===== config.mk =====
export PLATFORM = sky130hd
export DESIGN_NAME = link_frame_sequencer_flat
export DESIGN_NICKNAME = d
export VERILOG_FILES = /design/src/rtl/link_frame_sequencer_pkg.sv /design/src/rtl/link_frame_sequencer_if.sv /design/src/rtl/link_frame_sequencer_bit_rate_gen.sv /design/src/rtl/link_frame_sequencer.sv /design/src/flat_wrapper.sv
export SDC_FILE = /design/constraint.sdc
export NUM_CORES = 1
export LEC_CHECK = 0
export CORE_ASPECT_RATIO = 0.75
export CORE_UTILIZATION = 40
export DETAILED_ROUTE_END_ITERATION = 16
export SLEW_MARGIN = 20
export SYNTH_ARGS = -nofsm -noshare
export SYNTH_HDL_FRONTEND = slang
export SYNTH_SLANG_ARGS = --single-unit

===== constraint.sdc =====
create_clock -name clk -period 5.23 [get_ports clk]
set_input_delay 0.7845 -clock clk [delete_from_list [all_inputs] [get_ports clk]]
set_output_delay 0.7845 -clock clk [all_outputs]
set_load 0.01 [all_outputs]

===== src/rtl/link_frame_sequencer_pkg.sv =====
`default_nettype none
// +----------------------------------------------------------------------------+
// | Module      : link_frame_sequencer_pkg                                     |
// | Description : Shared types and default constants for the link frame        |
// |               sequencer (state encoding, framing defaults, helpers).       |
// | Revision    : 1.0 - initial release                                        |
// +----------------------------------------------------------------------------+
package link_frame_sequencer_pkg;

  // Sequencer states.
  typedef enum logic [2:0] {
    ST_IDLE = 3'd0,
    ST_PRE  = 3'd1,
    ST_SYNC = 3'd2,
    ST_PAY  = 3'd3,
    ST_GAP  = 3'd4
  } seq_state_e;

  localparam int         PRE_BITS_DEF  = 8;
  localparam int         SYNC_W_DEF    = 8;
  localparam logic [7:0] SYNC_WORD_DEF = 8'hD5;
  localparam int         GAP_BITS_DEF  = 4;
  localparam int         DIV_MIN_DEF   = 4;

  // States in which a bit is presented to the Manchester coder.
  function automatic logic has_data(input seq_state_e s);
    return (s == ST_PRE) || (s == ST_SYNC) || (s == ST_PAY);
  endfunction

endpackage
`default_nettype wire


===== src/rtl/link_frame_sequencer_if.sv =====
`default_nettype none
// +----------------------------------------------------------------------------+
// | Module      : link_frame_sequencer_if                                      |
// | Description : Control/config inputs and strobe/data outputs of the link    |
// |               frame sequencer.                                             |
// |   start, stop          : frame request / abort request                     |
// |   cfg_div/len/loop/noise : frame configuration                             |
// |   lfsr_bit             : payload bit from the bit-source LFSR              |
// |   en0, en1             : bit-boundary / mid-bit strobes                    |
// |   lfsr_clken           : LFSR advance enable                               |
// |   tx_bit, tx_valid     : bit and qualifier to the Manchester coder         |
// |   noise_en, busy       : noise gate, sequencer active                      |
// |   frame_done, frame_cnt: completion pulse, completed-frame counter         |
// |   master = stimulus side, slave = sequencer side                           |
// | Revision    : 1.0 - initial release                                        |
// +----------------------------------------------------------------------------+
interface link_frame_sequencer_if #(
  parameter int DIV_W = 14,
  parameter int LEN_W = 10
);
  logic             start;
  logic             stop;
  logic [DIV_W-1:0] cfg_div;
  logic [LEN_W-1:0] cfg_len;
  logic             cfg_loop;
  logic             cfg_noise;
  logic             lfsr_bit;
  logic             en0;
  logic             en1;
  logic             lfsr_clken;
  logic             tx_bit;
  logic             tx_valid;
  logic             noise_en;
  logic             busy;
  logic             frame_done;
  logic [15:0]      frame_cnt;

  modport master (
    output start, stop, cfg_div, cfg_len, cfg_loop, cfg_noise, lfsr_bit,
    input  en0, en1, lfsr_clken, tx_bit, tx_valid, noise_en, busy,
           frame_done, frame_cnt
  );

  modport slave (
    input  start, stop, cfg_div, cfg_len, cfg_loop, cfg_noise, lfsr_bit,
    output en0, en1, lfsr_clken, tx_bit, tx_valid, noise_en, busy,
           frame_done, frame_cnt
  );
endinterface
`default_nettype wire


===== src/rtl/link_frame_sequencer_bit_rate_gen.sv =====
`default_nettype none
// +----------------------------------------------------------------------------+
// | Module      : bit_rate_gen                                                 |
// | Description : Bit-period divider. Latches a clamped divisor on load and    |
// |               produces the bit-boundary (en0) and mid-bit (en1) strobes.   |
// |   clk, rst_n : clock, asynchronous active-low reset                        |
// |   run        : count while high, hold count at 0 while low                 |
// |   load       : latch max(cfg_div, DIV_MIN) and restart the count           |
// |   cfg_div    : requested clk cycles per bit                                |
// |   en0, en1   : 1-cycle strobes at cnt == div-1 and cnt == div/2-1          |
// | Revision    : 1.0 - initial release                                        |
// +----------------------------------------------------------------------------+
module bit_rate_gen #(
  parameter int DIV_W   = 14,
  parameter int DIV_MIN = 4
) (
  input  logic             clk,
  input  logic             rst_n,
  input  logic             run,
  input  logic             load,
  input  logic [DIV_W-1:0] cfg_div,
  output logic             en0,
  output logic             en1
);

  localparam logic [DIV_W-1:0] DIV_MIN_V = DIV_W'(DIV_MIN);
  localparam logic [DIV_W-1:0] ONE_V     = DIV_W'(1);

  logic [DIV_W-1:0] div_q, div_d;
  logic [DIV_W-1:0] cnt_q, cnt_d;

  assign en0 = run && (cnt_q == (div_q - ONE_V));
  assign en1 = run && (cnt_q == ((div_q >> 1) - ONE_V));

  always_comb begin
    div_d = div_q;
    cnt_d = cnt_q;
    if (load) begin
      div_d = (cfg_div < DIV_MIN_V) ? DIV_MIN_V : cfg_div;
    end
    // A load always begins a fresh bit period, so the count restarts with it.
    if (load || !run || en0) begin
      cnt_d = '0;
    end else begin
      cnt_d = cnt_q + ONE_V;
    end
  end

  always_ff @(posedge clk or negedge rst_n) begin
    if (!rst_n) begin
      div_q <= DIV_MIN_V;
      cnt_q <= '0;
    end else begin
      div_q <= div_d;
      cnt_q <= cnt_d;
    end
  end

endmodule
`default_nettype wire


===== src/rtl/link_frame_sequencer.sv =====
`default_nettype none
// +----------------------------------------------------------------------------+
// | Module      : link_frame_sequencer                                         |
// | Description : Run-time controller for the transmission test chain.         |
// |               Sequences PREAMBLE -> SYNC -> PAYLOAD -> GAP frames, single  |
// |               shot or looped, and gates the LFSR advance and noise.        |
// |   clk, rst_n : clock, asynchronous active-low reset                        |
// |   bus        : link_frame_sequencer_if.slave (config in, strobes/data out) |
// | Revision    : 1.0 - initial release                                        |
// +----------------------------------------------------------------------------+
module link_frame_sequencer
  import link_frame_sequencer_pkg::*;
#(
  parameter int                DIV_W     = 14,
  parameter int                LEN_W     = 10,
  parameter int                PRE_BITS  = PRE_BITS_DEF,
  parameter int                SYNC_W    = SYNC_W_DEF,
  parameter logic [SYNC_W-1:0] SYNC_WORD = SYNC_W'(SYNC_WORD_DEF),
  parameter int                GAP_BITS  = GAP_BITS_DEF,
  parameter int                DIV_MIN   = DIV_MIN_DEF
) (
  input  logic                 clk,
  input  logic                 rst_n,
  link_frame_sequencer_if.slave bus
);

  localparam logic [LEN_W-1:0] ONE_L      = LEN_W'(1);
  localparam logic [LEN_W-1:0] PRE_LAST   = LEN_W'(PRE_BITS - 1);
  localparam logic [LEN_W-1:0] SYNC_LAST  = LEN_W'(SYNC_W - 1);
  localparam logic [LEN_W-1:0] GAP_LAST   = LEN_W'(GAP_BITS - 1);

  seq_state_e        state_q, state_d;
  logic [LEN_W-1:0]  bit_idx_q, bit_idx_d;
  logic [LEN_W-1:0]  len_q, len_d;
  logic              stop_pend_q, stop_pend_d;
  logic              noise_lat_q, noise_lat_d;
  logic              tx_bit_q, tx_bit_d;
  logic              tx_valid_q, tx_valid_d;
  logic              noise_en_q, noise_en_d;
  logic [15:0]       frame_cnt_q, frame_cnt_d;

  logic              busy;
  logic              en0;
  logic              en1;
  logic              rate_load;
  logic              start_ok;
  logic              abort;
  logic              last_bit;
  logic [SYNC_W-1:0] sync_sh;

  assign busy     = (state_q != ST_IDLE);
  assign start_ok = (state_q == ST_IDLE) && bus.start && !bus.stop;
  // A stop arriving on the boundary cycle itself is honoured on that boundary.
  assign abort    = stop_pend_q || bus.stop;

  bit_rate_gen #(
    .DIV_W   (DIV_W),
    .DIV_MIN (DIV_MIN)
  ) u_rate (
    .clk     (clk),
    .rst_n   (rst_n),
    .run     (busy),
    .load    (rate_load),
    .cfg_div (bus.cfg_div),
    .en0     (en0),
    .en1     (en1)
  );

  always_comb begin
    last_bit = 1'b0;
    case (state_q)
      ST_PRE:  last_bit = (bit_idx_q == PRE_LAST);
      ST_SYNC: last_bit = (bit_idx_q == SYNC_LAST);
      ST_PAY:  last_bit = (bit_idx_q == (len_q - ONE_L));  // len_q >= 1 in PAY
      ST_GAP:  last_bit = (bit_idx_q == GAP_LAST);
      default: last_bit = 1'b0;
    endcase
  end

  always_comb begin
    state_d     = state_q;
    bit_idx_d   = bit_idx_q;
    len_d       = len_q;
    stop_pend_d = stop_pend_q;
    noise_lat_d = noise_lat_q;
    tx_bit_d    = tx_bit_q;
    tx_valid_d  = tx_valid_q;
    noise_en_d  = noise_en_q;
    frame_cnt_d = frame_cnt_q;
    rate_load   = 1'b0;
    sync_sh     = '0;

    if (state_q == ST_IDLE) begin
      if (start_ok) begin
        state_d     = ST_PRE;
        bit_idx_d   = '0;
        len_d       = bus.cfg_len;
        noise_lat_d = bus.cfg_noise;
        stop_pend_d = 1'b0;
        rate_load   = 1'b1;
        tx_bit_d    = 1'b1;
        tx_valid_d  = 1'b1;
        noise_en_d  = bus.cfg_noise;
      end
    end else begin
      if (bus.stop) begin
        stop_pend_d = 1'b1;
      end
      // The LFSR advances on the same edge that closes a payload bit, so the
      // payload bit is re-registered every cycle; it settles to the new bit
      // one cycle into the bit period, well before the mid-bit strobe.
      if (state_q == ST_PAY) begin
        tx_bit_d = bus.lfsr_bit;
      end

      if (en0) begin
        if (last_bit) begin
          bit_idx_d = '0;
          case (state_q)
            ST_PRE:  state_d = ST_SYNC;
            ST_SYNC: state_d = (len_q == '0) ? ST_GAP : ST_PAY;
            ST_PAY:  state_d = ST_GAP;
            ST_GAP: begin
              frame_cnt_d = frame_cnt_q + 16'd1;
              if (bus.cfg_loop && !abort) begin
                state_d   = ST_PRE;
                len_d     = bus.cfg_len;
                rate_load = 1'b1;
              end else begin
                state_d = ST_IDLE;
              end
            end
            default: state_d = ST_IDLE;
          endcase
        end else begin
          bit_idx_d = bit_idx_q + ONE_L;
        end

        if (abort) begin
          state_d = ST_IDLE;
        end
        if (state_d == ST_IDLE) begin
          bit_idx_d   = '0;
          stop_pend_d = 1'b0;
        end

        // Outputs for the bit that starts on the next cycle.
        sync_sh    = SYNC_WORD << bit_idx_d;
        tx_valid_d = has_data(state_d);
        noise_en_d = has_data(state_d) && noise_lat_q;
        case (state_d)
          ST_PRE:  tx_bit_d = ~bit_idx_d[0];
          ST_SYNC: tx_bit_d = sync_sh[SYNC_W-1];
          ST_PAY:  tx_bit_d = bus.lfsr_bit;
          default: tx_bit_d = 1'b0;
        endcase
      end
    end
  end

  always_ff @(posedge clk or negedge rst_n) begin
    if (!rst_n) begin
      state_q     <= ST_IDLE;
      bit_idx_q   <= '0;
      len_q       <= '0;
      stop_pend_q <= 1'b0;
      noise_lat_q <= 1'b0;
      tx_bit_q    <= 1'b0;
      tx_valid_q  <= 1'b0;
      noise_en_q  <= 1'b0;
      frame_cnt_q <= '0;
    end else begin
      state_q     <= state_d;
      bit_idx_q   <= bit_idx_d;
      len_q       <= len_d;
      stop_pend_q <= stop_pend_d;
      noise_lat_q <= noise_lat_d;
      tx_bit_q    <= tx_bit_d;
      tx_valid_q  <= tx_valid_d;
      noise_en_q  <= noise_en_d;
      frame_cnt_q <= frame_cnt_d;
    end
  end

  assign bus.en0        = en0;
  assign bus.en1        = en1;
  assign bus.lfsr_clken = en0 && (state_q == ST_PAY);
  assign bus.tx_bit     = tx_bit_q;
  assign bus.tx_valid   = tx_valid_q;
  assign bus.noise_en   = noise_en_q;
  assign bus.busy       = busy;
  assign bus.frame_done = en0 && (state_q == ST_GAP) && last_bit;
  assign bus.frame_cnt  = frame_cnt_q;

endmodule
`default_nettype wire

===== src/flat_wrapper.sv =====
// flat-port wrapper written by rule: the top's interface ports become plain ports
module link_frame_sequencer_flat import link_frame_sequencer_pkg::*;
#(
  parameter int                DIV_W     = 14,
  parameter int                LEN_W     = 10,
  parameter int                PRE_BITS  = PRE_BITS_DEF,
  parameter int                SYNC_W    = SYNC_W_DEF,
  parameter logic [SYNC_W-1:0] SYNC_WORD = SYNC_W'(SYNC_WORD_DEF),
  parameter int                GAP_BITS  = GAP_BITS_DEF,
  parameter int                DIV_MIN   = DIV_MIN_DEF
)
  (clk, rst_n, bus_start, bus_stop, bus_cfg_div, bus_cfg_len, bus_cfg_loop, bus_cfg_noise, bus_lfsr_bit, bus_en0, bus_en1, bus_lfsr_clken, bus_tx_bit, bus_tx_valid, bus_noise_en, bus_busy, bus_frame_done, bus_frame_cnt);
  link_frame_sequencer_if #(.DIV_W(DIV_W), .LEN_W(LEN_W)) bus_i ();
  input  logic clk;
  input  logic rst_n;
  input wire logic [$bits(bus_i.start)-1:0] bus_start;
  input wire logic [$bits(bus_i.stop)-1:0] bus_stop;
  input wire logic [$bits(bus_i.cfg_div)-1:0] bus_cfg_div;
  input wire logic [$bits(bus_i.cfg_len)-1:0] bus_cfg_len;
  input wire logic [$bits(bus_i.cfg_loop)-1:0] bus_cfg_loop;
  input wire logic [$bits(bus_i.cfg_noise)-1:0] bus_cfg_noise;
  input wire logic [$bits(bus_i.lfsr_bit)-1:0] bus_lfsr_bit;
  output wire logic [$bits(bus_i.en0)-1:0] bus_en0;
  output wire logic [$bits(bus_i.en1)-1:0] bus_en1;
  output wire logic [$bits(bus_i.lfsr_clken)-1:0] bus_lfsr_clken;
  output wire logic [$bits(bus_i.tx_bit)-1:0] bus_tx_bit;
  output wire logic [$bits(bus_i.tx_valid)-1:0] bus_tx_valid;
  output wire logic [$bits(bus_i.noise_en)-1:0] bus_noise_en;
  output wire logic [$bits(bus_i.busy)-1:0] bus_busy;
  output wire logic [$bits(bus_i.frame_done)-1:0] bus_frame_done;
  output wire logic [$bits(bus_i.frame_cnt)-1:0] bus_frame_cnt;
  assign bus_i.start = bus_start;
  assign bus_i.stop = bus_stop;
  assign bus_i.cfg_div = bus_cfg_div;
  assign bus_i.cfg_len = bus_cfg_len;
  assign bus_i.cfg_loop = bus_cfg_loop;
  assign bus_i.cfg_noise = bus_cfg_noise;
  assign bus_i.lfsr_bit = bus_lfsr_bit;
  assign bus_en0 = bus_i.en0;
  assign bus_en1 = bus_i.en1;
  assign bus_lfsr_clken = bus_i.lfsr_clken;
  assign bus_tx_bit = bus_i.tx_bit;
  assign bus_tx_valid = bus_i.tx_valid;
  assign bus_noise_en = bus_i.noise_en;
  assign bus_busy = bus_i.busy;
  assign bus_frame_done = bus_i.frame_done;
  assign bus_frame_cnt = bus_i.frame_cnt;
  link_frame_sequencer #(.DIV_W(DIV_W), .LEN_W(LEN_W), .PRE_BITS(PRE_BITS), .SYNC_W(SYNC_W), .SYNC_WORD(SYNC_WORD), .GAP_BITS(GAP_BITS), .DIV_MIN(DIV_MIN)) u_core (.clk(clk), .rst_n(rst_n), .bus(bus_i));
endmodule

Yosys cells after proc, flatten, opt, wreduce, memory -nomap -nowiden
Cells that the tools add are included.
{ "word_totals": {"inputBits": 31, "wordCells": 113, "reg_bits": 72, "output_inout_bits": 24} }
{ "op_classes": {"n_mux": 47, "order_cmp": 1, "n_shift": 1, "addsub": 6, "n_reduce_logical": 32, "eq_ne": 13, "n_bitwise": 2} }
{ "ops": {"columns": ["cell", "count"], "rows": [
  ["$mux 10", 13],
  ["$eq 14x14->1", 2],
  ["$mux 14", 2],
  ["$mux 3", 8],
  ["$mux 1", 21],
  ["$add 16x1->16 const B", 1],
  ["$add 14x1->14 const B", 1],
  ["$lt 14x3->1 const B", 1],
  ["$sub 13x1->14 const B", 1],
  ["$sub 14x1->14 const B", 1],
  ["$eq 3x2->1 const B", 4],
  ["$pmux 3 s4", 1],
  ["$add 10x1->10 const B", 1],
  ["$eq 10x10->1", 1],
  ["$eq 10x2->1 const B", 1],
  ["$eq 10x3->1 const B", 1],
  ["$logic_not 10->1", 1],
  ["$shl 8x10->8 const A", 1],
  ["$sub 10x1->10 const B", 1],
  ["$logic_and 1x1->1", 9],
  ["$reduce_bool 2->1", 4],
  ["$eq 3x1->1 const B", 2],
  ["$logic_not 3->1", 2],
  ["$pmux 1 s3", 2],
  ["10 further kinds", 20]
]} }

Longest topological paths before layout
{ "logic_depth": {"word_depth": 17, "mapped_depth": 14, "depth_no_buf": 11} }

Modules after synthesis
From an unflattened synthesis, not the netlist that was laid out.
{ "unflattened": {"hier_cells": 559, "area_unflattened_um2": 4996.0} }
{ "by_module_without_submodules": {"columns": ["module", "cells_each", "seq_area_each_um2", "instances", "area_each_um2"], "rows": [
  ["link_frame_sequencer", 303, 1101.1, 1, 2819.0],
  ["bit_rate_gen", 256, 701.9, 1, 2177.1]
]} }

Least setup slack after synthesis
No wires, ideal clock.
{ "synth_timing": {"kind": "flip-flop to output port", "start": "reg u_core.u_rate.div_q[2]", "end": "out bus_frame_done", "required_ns": 4.445, "arrival_ns": 2.588, "path_slack_ns": 1.857, "n_path_buf": 1, "stages_incl_launch_ff": 10, "cell_sequence": "dfstp_2 -> inv_1 -> ha_1 -> nor3b_2 -> a21o_1 -> a2111oi_1 -> nand4_1 -> or4_1 -> clkbuf_1 -> nor3_1"} }
{ "synth_between": {"elab_chain_cells": 5} }
{ "synth_lines": {"columns": ["element", "line", "source"], "rows": [
  ["start, declared", "link_frame_sequencer_bit_rate_gen.sv:29", "logic [DIV_W-1:0] div_q, div_d;"],
  ["start signal, assigned", "link_frame_sequencer_bit_rate_gen.sv:54", "div_q <= div_d;"],
  ["$sub 14x1->14", "link_frame_sequencer_bit_rate_gen.sv:32", "assign en0 = run && (cnt_q == (div_q - ONE_V));"],
  ["$eq 14x14->1", "link_frame_sequencer_bit_rate_gen.sv:32", null],
  ["$logic_and 1x1->1", "link_frame_sequencer_bit_rate_gen.sv:32", null],
  ["$logic_and 1x1->1 (2 in series)", "link_frame_sequencer.sv:192", "assign bus.frame_done = en0 && (state_q == ST_GAP) && last_bit;"],
  ["end, declared", "flat_wrapper.sv:30", "output wire logic [$bits(bus_i.frame_done)-1:0] bus_frame_done;"]
]} }
Every way passes these cells.

Final worst setup path
{ "layout_timing": {"start": "reg u_core.u_rate.div_q[0]", "end": "out bus_frame_done"} }
Same word-level chain as after synthesis.

==> metrics.md <==
| Metric | Value |
|---|---|
| Status | `finished clean` |
| Post-CTS Setup Inserts | `0` |
| Final Cycle Share | `88.2%` |
| Synth top area share | `35.1%` |
| Clk_lat worst skew | `340 ps` |
| Drt total wl | `12400 µm` |
| Crit path DAT | `3830 ps` |
| WL per Instance | `16.2 µm` |
| Power Density | `480 nW/µm²` |
| Reg clk slew, reported paths | `60 ps` |
| Achievable clock frequency | `0.217 GHz` |
| Relative slew margins | `37.8%` |
| Chip width | `132 µm` |
| Core area | `12300 µm²` |
| Top layer in use | `met4` |
| Met2 wire len | `5040 µm` |
| CTS Buf Count | `9` |
| Hold Slack | `475 ps` |
| Vias per cell | `5.53` |
| Wl on met1 | `6470 µm` |
| P_leak | `2.36 nW` |
| Total GRT Usage | `20.3%` |
| Vias in the first global route | `4103` |
| Synth Instances | `564` |
| Terminus of the critical flop-to-flop path | `u_core.u_rate.div_q[5]` |
| Final Hold Fails | `0` |
| Top-count cell post-synth | `dfrtp_1` |
| Drc violations | `0` |
| Worst Max-Slew Pin Slew | `933 ps` |
| Die area | `13100 µm²` |
| Inst Count DP | `751` |
| CP cell instances | `inv_1 -> ha_1 -> nor3b_1 -> nand3_1 -> xnor2_1 -> a31oi_1 -> or4_1 -> nor3_1 -> clkdlybuf4s50_1` |
| Avg Cell Area, Syn | `8.97 µm²` |
| Buffers plus inverters on the worst setup path | `2` |
| Worst hold path startpoint | `u_core.bus.frame_cnt[15]` |
| Met3 routed WL | `731 µm` |
| Worst reg-to-reg setup slack | `1140 ps` |
| Synthesized area | `5060 µm²` |
| Setup crit start kind | `flop` |
| Largest area contributor in the netlist | `dfrtp_1` |
| Synth Flop Type | `dfrtp_1` |
| CTS tree | `built` |
| Cell Count, Final, Fillers Out | `767` |
| Pint | `1.66 mW` |
| Largest net degree at the start of global routing | `73` |
| WP data required | `4450 ps` |
| Max-capacitance violation count | `0` |
| Iteration-0 DRC Markers | `290` |
| Layout cells sized above 1 | `7.15%` |
| Critical path's slowest cell | `or4_1` |
| Port-buffer cells | `54` |
| Multi-input gate area | `2960 µm²` |
| Final min period | `4610 ps` |
| Sequential share of power | `36.6%` |
| First-pass GRT wire length | `21000 µm` |
| Total gr overflow | `0` |
| Initial antenna violation count | `0` |
| Clock group share of total power | `22.1%` |
| Post-route setup TNS | `0 ps` |
| # diodes | `0` |
| Final Net Count | `634` |
| Top Ports | `55` |
| Initial Utilization | `41.1%` |
| Worst R2R Start | `u_core.len_q[0]` |
| Crit path max fanout | `6` |
| Row cnt | `35` |
| Clk buf depth | `2` |
| Die height | `99.4 µm` |
| Synth Net Count | `602` |
| # hold bufs at CTS | `0` |
| Most frequent cells after synthesis | `71 x dfrtp_1, 44 x nand2_1, 43 x xnor2_1, 40 x nor2_1, 36 x nand3_1` |
| Post-synth EDFFs | `0` |
| Post-route cell area | `5930 µm²` |
| Yosys cell types | `73` |
| 1st-pass router iterations | `5` |
| # clock sinks | `72` |
| Unrepaired setup endpoints after global routing | `no` |
| Dpl hpwl | `9080 µm` |
| Critical Path Max Stage Delay | `640 ps` |
| Synth Register Bits | `72` |
| Filler instances | `1169` |
| Worst Hold Endpoint | `u_core.bus.frame_cnt[15]` |
| Register area | `1800 µm²` |
| Async SR Flop Fraction | `100%` |
| Synth top area cells | `dfrtp_1 35%, xnor2_1 7.4%, xor2_1 4.7%` |
| Final Setup Violations | `0` |
| Layout Skew | `9.76 ps` |
| Gate power share | `41.4%` |
| Sw power | `1.18 mW` |
| Routability Congestion | `0.855` |
| Post-CTS Resized | `0` |
| Clk root buf | `clkbuf_16` |
| Critical path's top delay family | `simple AND/OR/NAND/NOR gates` |
| Vias | `4241` |
| Seq/Total Area, Yosys | `35.6%` |
| Reg2Reg Depth | `11` |
| CP Class | `reg -> out` |
| Hold Crit Depth | `1` |
| Area after DPL | `5640 µm²` |
| H-tree Lvls | `3` |
| Synth warn | `0` |
| Area delta synth->final | `17.3%` |
| Sw Share | `41.6%` |
| Crit end category | `output port` |
| Fin. max-slew vios | `0` |
| Worst VDD drop | `0.221 mV` |
| Worst Hold Class | `reg -> reg` |
| Remaining antenna violation count after routing | `0` |
==> power groups by stage <==
stage / combinational (mW) / clock, mW / sequential (mW)
5_1_grt: 1.31 / 0.666 / 1.07
6_report: 1.18 / 0.628 / 1.04
2_1_floorplan: 1.07 / 0 / 0.844
3_3_place_gp: 1.15 / 0 / 1.03
4_1_cts: 1.17 / 0.644 / 1.03
3_5_place_dp: 1.16 / 0 / 1.04
==> flip-flops by register name, indices dropped and copies added, names as in the netlist <==
| signal | flops |
|---|---|
| u_core.noise_lat_q | 1 |
| u_core.len_q | 10 |
| u_core.bus.tx_valid | 1 |
| u_core.bus.noise_en | 1 |
| u_core.bus.tx_bit | 1 |
| u_core.u_rate.div_q | 14 |
| u_core.state_q | 3 |
| u_core.bus.frame_cnt | 16 |
| u_core.bit_idx_q | 10 |
| u_core.stop_pend_q | 1 |
| u_core.u_rate.cnt_q | 14 |
==> placed cells by master, fill, tap and decap left out, drive strengths merged, types with 4 or more instances in the layout <==
cell / n
dfrtp: 71
clkdlybuf4s50: 53
a21oi: 24
nor3b: 6
mux2: 21
nor2: 42
or3: 6
and3: 13
a31oi: 7
xnor2: 44
clkbuf: 11
nand3: 37
ha: 7
nand2: 44
nor4: 23
and2: 4
or4: 7
nor3: 17
o21ai: 22
xor2: 27
nand4: 12
inv: 31
o211ai: 6
mux2i: 9
==> cell families (layout without fill, tap and decap cells) <==
logic type,Yosys count,after routing,share of synthesized area (%)
buffers and inverters,66,103,5.91
AOI/OAI and AO/OA,90,90,12.5
muxes,30,30,6.45
xor gates and xnor gates,72,72,12.9
adders and majority gates,8,8,1.93
DFF,72,72,35.6
and+or+nand+nor,226,226,24.7
==> metal layers <==
| metal | track usage (%) | vias up |
|---|---|---|
| met1 | 29.9 | 2036 |
| li1 | - | 2069 |
| met5 | 0 | - |
| met2 | 29.1 | 119 |
| met3 | 4.33 | 17 |
| met4 | 6.53 | 0 |
==> worst max path at each step <==
stage | startpoint | endpoint | cells past startpoint | slack, ps
2_1_floorplan | u_core.u_rate.div_q[2] | bus_frame_done | 9 | 1860
3_3_place_gp | u_core.u_rate.div_q[2] | bus_frame_done | 9 | 1150
3_5_place_dp | u_core.u_rate.div_q[0] | bus_frame_done | 9 | 1020
4_1_cts | u_core.u_rate.div_q[0] | bus_frame_done | 9 | 640
5_1_grt | u_core.u_rate.div_q[0] | bus_frame_done | 9 | 330
6_report | u_core.u_rate.div_q[0] | bus_frame_done | 9 | 620
==> per-stage QoR <==
stage	utilization [%]	power [mW]	setup slack, ps
global placement	45.8	2.18	1150
detailed placement	45.8	2.20	1020
CTS	48.2	2.85	641
finish	48.2	2.85	616
floorplan	-	1.92	1860
global route	48.2	3.04	331
==> area by class of cell <==
| cell class | instances | area share, % |
|---|---|---|
| Inverter | 31 | 1.96 |
| Clock inverter | 5 | 0.949 |
| Multi-Input combinational cell | 426 | 49.8 |
| Sequential cell | 72 | 30.4 |
| Tap cell | 166 | 3.50 |
| Timing Repair Buffer | 56 | 9.28 |
| Clock buffer | 11 | 4.09 |
No activity file was read; power rests on OpenSTA's default activity.
